## src/rtl/micro_sequencer_if.sv

```systemverilog
// ---------------------------------------------------------------------------
// micro_sequencer_if
// Purpose : Bundles the microword controls and the sequencer status signals
//           that pass between the microstore/decoder side and the
//           micro_sequencer.
// Signals :
//   enc_state  dispatch target from the instruction encoder (0 = null IR)
//   ns_sel     next-address control field of the current microword
//   cr_addr    literal jump target from the current microword
//   cond_true  condition-code test result for the current IR/microword
//   moc        memory operation complete (level)
//   state      current microstate, used as the microstore address
//   mem_wait   high while the sequencer is stalled waiting on moc
//   abort      one-cycle pulse after a memory timeout
//   retire     one-cycle pulse after a return to the fetch microstate
//   wait_cnt   consecutive moc wait count (debug)
// Modports:
//   master  drives the microword/encoder/memory inputs, observes status
//   slave   the sequencer itself
// ---------------------------------------------------------------------------
interface micro_sequencer_if #(
    parameter int STATE_W = 8
);
    logic [STATE_W-1:0] enc_state;
    logic [2:0]         ns_sel;
    logic [STATE_W-1:0] cr_addr;
    logic               cond_true;
    logic               moc;
    logic [STATE_W-1:0] state;
    logic               mem_wait;
    logic               abort;
    logic               retire;
    logic [7:0]         wait_cnt;

    modport master (
        output enc_state, ns_sel, cr_addr, cond_true, moc,
        input  state, mem_wait, abort, retire, wait_cnt
    );

    modport slave (
        input  enc_state, ns_sel, cr_addr, cond_true, moc,
        output state, mem_wait, abort, retire, wait_cnt
    );
endinterface

```

## src/rtl/micro_sequencer.sv

```systemverilog
// ---------------------------------------------------------------------------
// micro_sequencer
// Purpose : Next-state sequencer for the microprogrammed control unit. Holds
//           the microstate register that addresses the microstore and picks
//           the next microstate from the microword next-address field. Also
//           supervises the memory handshake with a timeout and flags
//           instruction retirement.
// Ports   :
//   clk     system clock, rising edge
//   reset   asynchronous, active-high reset
//   io_seq  micro_sequencer_if.slave bundle (see interface for signals)
// ---------------------------------------------------------------------------
module micro_sequencer #(
    parameter int STATE_W     = 8,
    parameter int FETCH_STATE = 1,
    parameter int ABORT_STATE = 63,
    parameter int MOC_TIMEOUT = 16
) (
    input  logic              clk,
    input  logic              reset,
    micro_sequencer_if.slave  io_seq
);

    typedef enum logic [2:0] {
        NS_INC       = 3'b000,
        NS_DISPATCH  = 3'b001,
        NS_JUMP      = 3'b010,
        NS_CJUMP     = 3'b011,
        NS_MEMWAIT   = 3'b100,
        NS_CDISPATCH = 3'b101,
        NS_FETCH     = 3'b110,
        NS_HOLD      = 3'b111
    } nsSel_t;

    localparam logic [STATE_W-1:0] FETCH_ADDR = STATE_W'(FETCH_STATE);
    localparam logic [STATE_W-1:0] ABORT_ADDR = STATE_W'(ABORT_STATE);
    localparam logic [7:0]         WAIT_LAST  = 8'(MOC_TIMEOUT - 1);

    logic [STATE_W-1:0] r_state;
    logic [7:0]         r_waitCnt;
    logic               r_abort;
    logic               r_retire;

    nsSel_t             w_sel;
    logic [STATE_W-1:0] w_stateInc;
    logic [STATE_W-1:0] w_nextState;
    logic [7:0]         w_nextWaitCnt;
    logic               w_nextAbort;
    logic               w_nextRetire;
    logic               w_memWait;

    assign w_sel      = nsSel_t'(io_seq.ns_sel);
    assign w_stateInc = r_state + 1'b1;

    // Next-address decode. Every ns_sel code is listed so no X can leak into
    // the state register. wait_cnt falls back to zero unless the microword
    // is MEMWAIT or HOLD. Returning to fetch retires only through the
    // CDISPATCH-false and FETCH paths; a JUMP/DISPATCH that happens to land
    // on the fetch address does not count as a retirement. In a timeout
    // cycle moc is checked first, so a late completion still wins.
    always_comb begin
        w_nextState   = r_state;
        w_nextWaitCnt = '0;
        w_nextAbort   = 1'b0;
        w_nextRetire  = 1'b0;
        w_memWait     = 1'b0;
        case (w_sel)
            NS_INC:      w_nextState = w_stateInc;
            NS_DISPATCH: w_nextState = io_seq.enc_state;
            NS_JUMP:     w_nextState = io_seq.cr_addr;
            NS_CJUMP:    w_nextState = io_seq.cond_true ? io_seq.cr_addr : w_stateInc;
            NS_MEMWAIT: begin
                if (io_seq.moc) begin
                    w_nextState = w_stateInc;
                end else begin
                    w_memWait = 1'b1;
                    if (r_waitCnt < WAIT_LAST) begin
                        w_nextWaitCnt = r_waitCnt + 8'd1;
                    end else begin
                        w_nextState = ABORT_ADDR;
                        w_nextAbort = 1'b1;
                    end
                end
            end
            NS_CDISPATCH: begin
                if (io_seq.cond_true) begin
                    w_nextState = io_seq.enc_state;
                end else begin
                    w_nextState  = FETCH_ADDR;
                    w_nextRetire = 1'b1;
                end
            end
            NS_FETCH: begin
                w_nextState  = FETCH_ADDR;
                w_nextRetire = 1'b1;
            end
            NS_HOLD:     w_nextWaitCnt = r_waitCnt;
            default:     w_nextState = r_state;
        endcase
    end

    // Microstate, wait counter and the two status pulses all advance
    // together so abort/retire line up with the state they describe.
    always_ff @(posedge clk or posedge reset) begin
        if (reset) begin
            r_state   <= '0;
            r_waitCnt <= '0;
            r_abort   <= 1'b0;
            r_retire  <= 1'b0;
        end else begin
            r_state   <= w_nextState;
            r_waitCnt <= w_nextWaitCnt;
            r_abort   <= w_nextAbort;
            r_retire  <= w_nextRetire;
        end
    end

    assign io_seq.state    = r_state;
    assign io_seq.wait_cnt = r_waitCnt;
    assign io_seq.abort    = r_abort;
    assign io_seq.retire   = r_retire;
    assign io_seq.mem_wait = w_memWait;

endmodule

```

## src/flat_wrapper.sv

```systemverilog
// flat-port wrapper written by rule: the top's interface ports become plain ports
module micro_sequencer_flat 
#(
    parameter int STATE_W     = 8,
    parameter int FETCH_STATE = 1,
    parameter int ABORT_STATE = 63,
    parameter int MOC_TIMEOUT = 16
)
  (clk, reset, io_seq_enc_state, io_seq_ns_sel, io_seq_cr_addr, io_seq_cond_true, io_seq_moc, io_seq_state, io_seq_mem_wait, io_seq_abort, io_seq_retire, io_seq_wait_cnt);
  micro_sequencer_if #(.STATE_W(STATE_W)) io_seq_i ();
  input  logic clk;
  input  logic reset;
  input wire logic [$bits(io_seq_i.enc_state)-1:0] io_seq_enc_state;
  input wire logic [$bits(io_seq_i.ns_sel)-1:0] io_seq_ns_sel;
  input wire logic [$bits(io_seq_i.cr_addr)-1:0] io_seq_cr_addr;
  input wire logic [$bits(io_seq_i.cond_true)-1:0] io_seq_cond_true;
  input wire logic [$bits(io_seq_i.moc)-1:0] io_seq_moc;
  output wire logic [$bits(io_seq_i.state)-1:0] io_seq_state;
  output wire logic [$bits(io_seq_i.mem_wait)-1:0] io_seq_mem_wait;
  output wire logic [$bits(io_seq_i.abort)-1:0] io_seq_abort;
  output wire logic [$bits(io_seq_i.retire)-1:0] io_seq_retire;
  output wire logic [$bits(io_seq_i.wait_cnt)-1:0] io_seq_wait_cnt;
  assign io_seq_i.enc_state = io_seq_enc_state;
  assign io_seq_i.ns_sel = io_seq_ns_sel;
  assign io_seq_i.cr_addr = io_seq_cr_addr;
  assign io_seq_i.cond_true = io_seq_cond_true;
  assign io_seq_i.moc = io_seq_moc;
  assign io_seq_state = io_seq_i.state;
  assign io_seq_mem_wait = io_seq_i.mem_wait;
  assign io_seq_abort = io_seq_i.abort;
  assign io_seq_retire = io_seq_i.retire;
  assign io_seq_wait_cnt = io_seq_i.wait_cnt;
  micro_sequencer #(.STATE_W(STATE_W), .FETCH_STATE(FETCH_STATE), .ABORT_STATE(ABORT_STATE), .MOC_TIMEOUT(MOC_TIMEOUT)) u_core (.clk(clk), .reset(reset), .io_seq(io_seq_i));
endmodule
```

## config.mk

```make
export PLATFORM = sky130hd
export DESIGN_NAME = micro_sequencer_flat
export DESIGN_NICKNAME = d
export VERILOG_FILES = /design/src/rtl/micro_sequencer_if.sv /design/src/rtl/micro_sequencer.sv /design/src/flat_wrapper.sv
export SDC_FILE = /design/constraint.sdc
export NUM_CORES = 1
export LEC_CHECK = 0
export BUFFER_PORTS_ARGS = -buffer_cell sky130_fd_sc_hd__buf_2
export CAP_MARGIN = 25
export CORE_MARGIN = 10
export CORE_UTILIZATION = 32
export DETAILED_ROUTE_END_ITERATION = 12
export HOLD_SLACK_MARGIN = 0.1
export PLACE_DENSITY = 0.56
export SLEW_MARGIN = 20
export SYNTH_ARGS = -nofsm -noshare
export SYNTH_HDL_FRONTEND = slang
export SYNTH_SLANG_ARGS = --single-unit
```

## constraint.sdc

```tcl
create_clock -name clk -period 1.95 [get_ports clk]
set_input_delay 0.195 -clock clk [delete_from_list [all_inputs] [get_ports clk]]
set_output_delay 0.195 -clock clk [all_outputs]
set_load 0.02 [all_outputs]
```

**Word-level counts from Yosys, hierarchy flattened**

Cells that the tools add are included.

- Bits in registers: 18
- Bits of input ports: 23
- Output and inout bits: 19
- Word-level logic and storage cells: 33

- $add $sub $neg: 2
- Order comparisons: 1
- Equal/unequal tests: 8
- Muxes and demuxes: 15
- Reductions and logical operators: 3

Operators by type and width:

| operator | count |
|---|---|
| $pmux 8 s7 | 1 |
| $mux 8 | 6 |
| $add 8x1->8 const B | 2 |
| $pmux 8 s2 | 1 |
| $eq 3x3->1 const B | 4 |
| $lt 8x4->1 const B | 1 |
| $reduce_bool 7->1 | 1 |
| $eq 3x2->1 const B | 2 |
| $mux 1 | 6 |
| $eq 3x1->1 const B | 1 |
| $logic_not 3->1 | 1 |
| $ne 3x3->1 const B | 1 |
| $pmux 1 s2 | 1 |
| $reduce_and 2->1 | 1 |

**Longest topological paths before layout**

Gate-level depths: netlist of run 1.

- Word-level depth: 4
- Depth in mapped cells: 6

**Worst setup path before layout of run 1**

OpenSTA, ideal clock, no wires.

- Kind: reg-to-reg
- Start point: reg u_core.r_state[0] (netlist: u_core.io_seq.state[0])
- End point: reg u_core.r_state[6] (netlist: u_core.io_seq.state[6])
- Arrival: 1450 ps
- Data required time: 1825 ps
- Path slack: 375 ps
- Stages on the path, launching flop included: 7
- Path buffers: 0
- Clock period less this slack: 1575 ps
- Cells stage by stage: dfrtp_1 -> ha_1 -> and3_1 -> and3_1 -> nor3b_1 -> a311oi_1 -> o21ai_1

- Longest elaborated chain between the ends: 3
- Elaborated cells between the ends (all ways): 4
- Classes of those cells: add/sub (1); mux (3)

Ends and longest elaborated chain:

| item | RTL line | text |
|---|---|---|
| from (decl) | micro_sequencer.sv:39 | `logic [STATE_W-1:0] r_state;` |
| from (signal assigned) | micro_sequencer.sv:111 | `r_state <= w_nextState;` |
| $add 8x1->8 (*) | micro_sequencer.sv:53 | `assign w_stateInc = r_state + 1'b1;` |
| $mux 8, on equally long branches | micro_sequencer.sv:73, micro_sequencer.sv:71 |  |
| $pmux 8 s7 (*) | micro_sequencer.sv:67 | `case (w_sel)` |

Mark *: on every way between the ends. The rest lies on a longest branch, timed or not.
A chain may end at the register's enable or synchronous reset.

**Worst setup path after layout of run 1**

- Start point: reg u_core.r_waitCnt[0] (netlist: u_core.io_seq.wait_cnt[0])
- End point: reg u_core.r_state[3] (netlist: u_core.io_seq.state[3])

- Longest elaborated chain between the ends: 3

Ends and longest elaborated chain:

| item | RTL line | text |
|---|---|---|
| from (decl) | micro_sequencer.sv:40 | `logic [7:0] r_waitCnt;` |
| from (signal assigned) | micro_sequencer.sv:112 | `r_waitCnt <= w_nextWaitCnt;` |
| $lt 8x4->1 | micro_sequencer.sv:77 | `if (r_waitCnt < WAIT_LAST) begin` |
| $ne 3x3->1 (no source line) | -- |  |
| $reduce_and 2->1 (no source line) | -- |  |

Every way passes these cells.

==> flow_summary.rst, run 1 <==
.. list-table::
   :header-rows: 1

   * - Metric
     - Value
   * - Number of cell instances on the worst register-to-register path
     - 5
   * - Period Utilization, post-route
     - 92.2%
   * - VDD IR max
     - 0.229 mV
   * - Synthesized area divided by synthesized cell count
     - 9.44 um2
   * - Predominant post-synthesis flop cell
     - dfrtp_1
   * - Maximum single-stage delay on the critical path
     - 0.49 ns
   * - Summed negative setup slack over all endpoints
     - 0 ns
   * - Endpoint of the worst hold path
     - u_core.io_seq.state[2]
   * - Port bufs
     - 41
   * - Final Slew Violations
     - 0
   * - Worst-path clk slew
     - 0.07 ns
   * - Number of CTS-inserted buffers
     - 3
   * - Setup repair after global routing missed its margin
     - no
   * - Capturing point of the worst reg2reg path
     - u_core.io_seq.state[3]
   * - Proportion of power drawn by flip-flops and latches
     - 43.7%
   * - Post-Syn Instances
     - 124
   * - Crit path time final
     - 1.80 ns
   * - Post-DP HPWL
     - 2630 um
   * - Worst setup EP type
     - flop
   * - TritonCTS clock tree
     - built
   * - Maximum number of pins on one net before global-route repair
     - 20
   * - Synthesis-stage register bit count
     - 18
   * - Clock Sinks
     - 18
   * - Post-synth EDFFs
     - 0
   * - Initial antenna violation count
     - 0
   * - Finish-stage setup viols
     - 0
   * - Sw power
     - 0.322 mW
   * - Synth Area in Simple Gates
     - 26.7%
   * - Async set-or-reset flop fraction in the synthesized netlist
     - 100%
   * - Hold Fails Final Rpt
     - 0
   * - Transition time of the tightest slew-check pin
     - 0.696 ns
   * - Largest family of logic cells by synthesized area
     - simple AND/OR/NAND/NOR gates
   * - Root buf cell
     - clkbuf_8
   * - Die width
     - 80.5 um
   * - Sw frac
     - 31.8%
   * - Layout Area Growth over Synthesis
     - 25.6%
   * - Number of buffers on the longest clock path
     - 2
   * - Number of iterations in the first detailed-routing pass
     - 4
   * - Die area
     - 6480 um2
   * - Insertion delay of the later-clocked pin in the worst-skew pair
     - 0.25 ns
   * - Final routed wire length divided by cell count
     - 15.8 um
   * - Met3 Use GR
     - 2.34%
   * - Clk pwr share
     - 30.8%
   * - Min-Delay Path Class
     - in -> reg
   * - GPL Wtd Cong
     - 0.791
   * - Met2 Usage GRT
     - 15.7%
   * - Effective utilization at floorplan
     - 34.0%
   * - Deepest level of the CTS H-tree
     - 1
   * - Busiest metal layer after global routing
     - met2
   * - Count of vias placed by the detailed router
     - 1114
   * - Max cap viols
     - 0
   * - Boundary Pins
     - 42
   * - Seq/Total Area, Yosys
     - 38.5%
   * - CP max FO
     - 19
   * - GR Overflow Total
     - 0
   * - Worst path arrival time
     - 1.95 ns
   * - Max_slew headroom
     - 53.6%
   * - Detailed Route WL
     - 3350 um
   * - Post-Syn Nets
     - 149
   * - Count of yosys warnings during synthesis
     - 0
   * - Global-route wire length before repair
     - 5690 um
   * - Average vias per placed instance
     - 5.25
   * - Pwr Density
     - 686 nW/um2
   * - Cts repair resizes
     - 0
   * - Xor/xnor share of the synthesized area
     - 2.24%
   * - Reg-to-reg critical path startpoint
     - u_core.io_seq.wait_cnt[0]
   * - Unique cell type count in the Yosys netlist
     - 43
   * - Portion of netlist area occupied by mux cells
     - 0.855%
   * - Hold wc startpoint
     - io_seq_cr_addr[2]
   * - Met1 Use GR
     - 15.2%
   * - Core region area
     - 3440 um2
   * - Worst setup slack for register-to-register paths
     - 0.15 ns
   * - DRC viols
     - 0
   * - Synth Area in Adders
     - 2.14%
   * - Vias in the first global route
     - 1124
   * - Share of final-layout standard cells stronger than drive strength 1
     - 33.1%
   * - Share of Yosys cell area claimed by the top area cell type
     - 38.5%
   * - Drt initial violations
     - 71
   * - Most area-consuming cells after synthesis
     - dfrtp_1 38%, nor2_1 3.8%, and3_1 3.7%, o21ai_0 3.4%, a31oi_1 3.2%
   * - Final std cell area, no fill
     - 1470 um2
   * - Height of the chip
     - 80.5 um
   * - DP Area
     - 1410 um2
   * - Critical Path Source Type
     - flop
   * - Overall track demand over capacity in global routing
     - 10.9%
   * - Net count reported at finish
     - 192
   * - CP cell instances
     - ha_1 -> nand3_1 -> a31oi_4 -> o21ai_0 -> a22o_1
   * - Antenna Diode Count
     - 0
   * - Internal Dissipation
     - 0.688 mW
   * - Status
     - finished clean
   * - Worst path slowest cell
     - a31oi_4
   * - Number of antenna-violating nets in the routed design
     - 0
   * - Mapped Area
     - 1170 um2
   * - Setup Crit Path Kind
     - reg -> reg
   * - Setup skew after layout
     - 0.00430 ns
   * - Max Fclk
     - 557 MHz
   * - Synthesized-area fraction occupied by ao, oa, aoi and oai cells
     - 25.6%
   * - Leakage dissipation
     - 0.728 nW
   * - Count of standard-cell rows
     - 21
   * - Biggest area consumer among synthesized cells
     - dfrtp_1
   * - WHS Path Cells
     - 3
   * - Critical Path RT
     - 2.10 ns
   * - Portion of total power attributed to combinational logic
     - 25.5%
## cells in the final DEF, fill, tap and decap left out, types with 3 or more instances in the layout
cell / Yosys / final
and2_1: 4 / 4
nand2_1: 9 / 9
clkbuf_8: 0 / 4
a211oi_1: 3 / 3
nor3b_1: 4 / 4
o21ai_1: 5 / 5
and3_1: 7 / 7
buf_2: 1 / 41
a31oi_1: 6 / 6
nand2b_1: 5 / 5
nor2_1: 12 / 12
a32oi_1: 3 / 3
dfrtp_1: 18 / 18
o21ai_0: 8 / 8
a21oi_1: 3 / 3
## worst max path at each step
stage | cells after the start | slack (ns) | to | startpoint
floorplan | 6 | 0.38 | u_core.io_seq.state[6] | u_core.io_seq.state[0]
global placement | 5 | 0.27 | u_core.io_seq.state[3] | u_core.io_seq.wait_cnt[0]
detailed placement | 5 | 0.19 | u_core.io_seq.state[3] | u_core.io_seq.wait_cnt[0]
CTS | 5 | 0.17 | u_core.io_seq.state[3] | u_core.io_seq.wait_cnt[0]
global route | 5 | 0.009 | u_core.io_seq.state[7] | u_core.io_seq.wait_cnt[0]
finish | 5 | 0.15 | u_core.io_seq.state[3] | u_core.io_seq.wait_cnt[0]
## worst max-delay path, delay by kind of cell, from the launching register on
family	cells	cell delay [ns]
fa+ha+maj	1	0.22
compound gates	3	0.91
flops	1	0.41
simple gates	1	0.15
## what timing repair did
| action | CTS | global route |
|---|---|---|
| hold endpoints to repair | 18 | 0 |
| hold buffers | 1 | 0 |
| setup buffers | 0 | 0 |
## state kept, by name, summed over array words and instances, names as in the netlist
name	flops
u_core.io_seq.wait_cnt	8
u_core.io_seq.abort	1
u_core.io_seq.retire	1
u_core.io_seq.state	8
## stage by stage
| step | hold WS, ns | utilization, % | std cells | setup WS, ns | total power, mW |
|---|---|---|---|---|---|
| 2_1_floorplan | 0.134 | - | 124 | 0.375 | 0.610 |
| 3_5_place_dp | 0.358 | 40.9 | 207 | 0.193 | 0.708 |
| 6_report | 0.208 | 42.7 | 212 | 0.153 | 1.01 |
| 4_1_cts | 0.214 | 42.7 | 212 | 0.169 | 1.02 |
| 5_1_grt | 0.223 | 42.7 | 212 | 0.00878 | 1.08 |
| 3_3_place_gp | 0.344 | 40.9 | 207 | 0.275 | 0.705 |
## power groups by stage
stage | Clock [mW] | Combinational, mW | Sequential [mW]
after floorplan | 0 | 0.129 | 0.481
after global placement | 0 | 0.258 | 0.446
after detailed placement | 0 | 0.260 | 0.449
after CTS | 0.320 | 0.261 | 0.442
after global routing | 0.339 | 0.290 | 0.448
final | 0.311 | 0.257 | 0.441
## routing by layer
layer	wire, um	share of wire (%)	vias up
met5	0	0	-
met4	41	1.2	0
met3	210	6.3	4
met2	1450	43	34
met1	1640	49	530
li1	-	-	546
## final cells by class
type                            instances  area [um2]
Fill cell                             355        1970
Multi-Input combinational cell         98         674
Sequential cell                        18         450
Timing Repair Buffer                   43         223
Tap cell                               46        57.6
Clock buffer                            4        55.1
Inverter                                3        11.3
## synthesized netlist by cell type, types with 3 or more instances
master	number
nor3b_1	4
and3_1	7
and2_1	4
a21oi_1	3
o21ai_1	5
a32oi_1	3
a211oi_1	3
nand2b_1	5
a31oi_1	6
nand2_1	9
o21ai_0	8
nor2_1	12
dfrtp_1	18
## logic make-up after synthesis
logic type | after synthesis
and+or+nand+nor | 51
xor gates and xnor gates | 3
AOI/OAI and AO/OA | 41
muxes | 1
buffers and inverters | 8
adders and majority gates | 2
DFF | 18
No activity file was read; power rests on OpenSTA's default activity.
==> inputs of run 2 (changes only) <==
--- a/config.mk
+++ b/config.mk
@@ -5,7 +5,7 @@
 export SDC_FILE = /design/constraint.sdc
 export NUM_CORES = 1
 export LEC_CHECK = 0
-export BUFFER_PORTS_ARGS = -buffer_cell sky130_fd_sc_hd__buf_2
+export BUFFER_PORTS_ARGS = -buffer_cell sky130_fd_sc_hd__buf_4
 export CAP_MARGIN = 25
 export CORE_MARGIN = 10
 export CORE_UTILIZATION = 32
==> run 2 against run 1 <==
Fmax grew 0.80%. Via count is 0.72% lower. Hold slack improved by 0.0049 ns. Final area increased by 7.0%. Largest power group unchanged. Highest routed layer unchanged.
==> flow_summary.rst, run 2 (synthesis results as in run 1) <==
.. list-table::
   :header-rows: 1

   * - Metric
     - Value
   * - Number of CTS-inserted buffers
     - 3
   * - Global-route wire length before repair
     - 5530 um
   * - Die width
     - 80.5 um
   * - Vias in the first global route
     - 1122
   * - Min-Delay Path Class
     - in -> reg
   * - Critical Path RT
     - 2.09 ns
   * - Pwr Density
     - 661 nW/um2
   * - Port bufs
     - 41
   * - Core region area
     - 3440 um2
   * - Finish-stage setup viols
     - 0
   * - Insertion delay of the later-clocked pin in the worst-skew pair
     - 0.25 ns
   * - Clk pwr share
     - 29.7%
   * - Worst setup EP type
     - flop
   * - Max Fclk
     - 561 MHz
   * - Most common cell after layout, fill and taps aside
     - buf_4
   * - Period Utilization, post-route
     - 91.4%
   * - Status
     - finished clean
   * - Number of antenna-violating nets in the routed design
     - 0
   * - Transition time of the tightest slew-check pin
     - 0.706 ns
   * - Deepest level of the CTS H-tree
     - 1
   * - Die area
     - 6480 um2
   * - Share of final-layout standard cells stronger than drive strength 1
     - 33.1%
   * - Layout Area Growth over Synthesis
     - 34.4%
   * - Max cap viols
     - 0
   * - Worst-path clk slew
     - 0.07 ns
   * - Root buf cell
     - clkbuf_8
   * - Net count reported at finish
     - 192
   * - Sw frac
     - 30.9%
   * - Count of vias placed by the detailed router
     - 1106
   * - TritonCTS clock tree
     - built
   * - Internal Dissipation
     - 0.719 mW
   * - GPL Wtd Cong
     - 0.766
   * - Final routed wire length divided by cell count
     - 15.9 um
   * - Number of iterations in the first detailed-routing pass
     - 4
   * - Initial antenna violation count
     - 0
   * - Fill cell instance count of the final layout
     - 329
   * - Boundary Pins
     - 42
   * - Most used cells in the layout excluding fill and tap cells
     - 42 x buf_4, 18 x dfrtp_1, 12 x nor2_1
   * - Detailed Route WL
     - 3380 um
   * - DRC viols
     - 0
   * - Worst path arrival time
     - 1.93 ns
   * - Height of the chip
     - 80.5 um
   * - Crit path time final
     - 1.78 ns
   * - Drt initial violations
     - 66
   * - Antenna Diode Count
     - 0
   * - Effective utilization at floorplan
     - 34.0%
   * - Overall track demand over capacity in global routing
     - 10.5%
   * - Critical Path Source Type
     - flop
   * - Post-DP HPWL
     - 2670 um
   * - Average vias per placed instance
     - 5.22
   * - Final Slew Violations
     - 0
   * - Maximum number of pins on one net before global-route repair
     - 20
   * - Final std cell area, no fill
     - 1570 um2
   * - Summed negative setup slack over all endpoints
     - 0 ns
   * - Setup repair after global routing missed its margin
     - no
   * - VDD IR max
     - 0.195 mV
   * - Count of standard-cell rows
     - 21
   * - Cts repair resizes
     - 0
   * - Number of buffers on the longest clock path
     - 2
   * - Max_slew headroom
     - 52.9%
   * - Proportion of power drawn by flip-flops and latches
     - 42.5%
   * - Portion of total power attributed to combinational logic
     - 27.8%
   * - Setup skew after layout
     - 0.00188 ns
   * - Clock Sinks
     - 18
   * - Leakage dissipation
     - 0.751 nW
   * - Hold Fails Final Rpt
     - 0
   * - Sw power
     - 0.321 mW
   * - CP max FO
     - 19
   * - Post CTS Setup Buffer Count
     - 0
   * - DP Area
     - 1510 um2
   * - Setup Crit Path Kind
     - reg -> reg
   * - GR Overflow Total
     - 0
run 2: worst paths after layout:
path	start	endpoint	slack, ns	cells after the start
setup reg to reg	u_core.io_seq.wait_cnt[0]	u_core.io_seq.state[3]	0.17	5
max in group asynchronous	reset	u_core.io_seq.state[7]	0.89	3
setup / recovery	u_core.io_seq.wait_cnt[0]	u_core.io_seq.state[3]	0.17	5
hold reg to reg	u_core.io_seq.state[7]	u_core.io_seq.state[7]	0.54	1
hold / removal	io_seq_cr_addr[2]	u_core.io_seq.state[2]	0.21	3
min in group asynchronous	reset	u_core.io_seq.wait_cnt[3]	0.61	3
run 2: layer usage:
metal | routed length, um | part of all wire (%) | global-route usage, % | up-vias
li1 | - | - | - | 542
met1 | 1550 | 46 | 13.7 | 520
met2 | 1470 | 44 | 15.8 | 42
met3 | 325 | 9.6 | 2.90 | 2
met4 | 34 | 1.0 | 4.23 | 0
met5 | 0 | 0 | 0 | -
run 2: power by group through the flow:
| stage | combinational (mW) | sequential (mW) | clock [mW] |
|---|---|---|---|
| 2_1_floorplan | 0.129 | 0.481 | 0 |
| 3_3_place_gp | 0.289 | 0.448 | 0 |
| 3_5_place_dp | 0.290 | 0.450 | 0 |
| 4_1_cts | 0.293 | 0.443 | 0.315 |
| 5_1_grt | 0.319 | 0.448 | 0.341 |
| 6_report | 0.289 | 0.443 | 0.309 |
run 2: stage by stage:
step	power [mW]	cells	utilization [%]	worst slack, ns	hold WS (ns)
2_1_floorplan	0.610	124	-	0.375	0.134
3_3_place_gp	0.737	207	43.8	0.254	0.368
3_5_place_dp	0.740	207	43.8	0.185	0.369
4_1_cts	1.05	212	45.7	0.172	0.213
5_1_grt	1.11	212	45.7	0.0539	0.228
6_report	1.04	212	45.7	0.167	0.213
run 2: worst max-delay path: stages (launching register included):
cell     delay [ns]
dfrtp_1        0.40
ha_1           0.21
nand3_1        0.14
a31oi_4        0.49
o21ai_0        0.18
a22o_1         0.26
run 2: cell type report:
class,count,area (um2),share of cell area (%)
Inverter,3,11.3,0.715
Tap cell,46,57.6,3.66
Sequential cell,18,450,28.6
Clock buffer,4,55.1,3.50
Multi-Input combinational cell,98,674,42.8
Timing Repair Buffer,43,325,20.7
run 2: what timing repair did:
action / 4_1_cts / 5_1_grt
endpoints found under the setup margin: 0 / 0
hold endpoints to repair: 18 / 0
hold buffers: 1 / 0
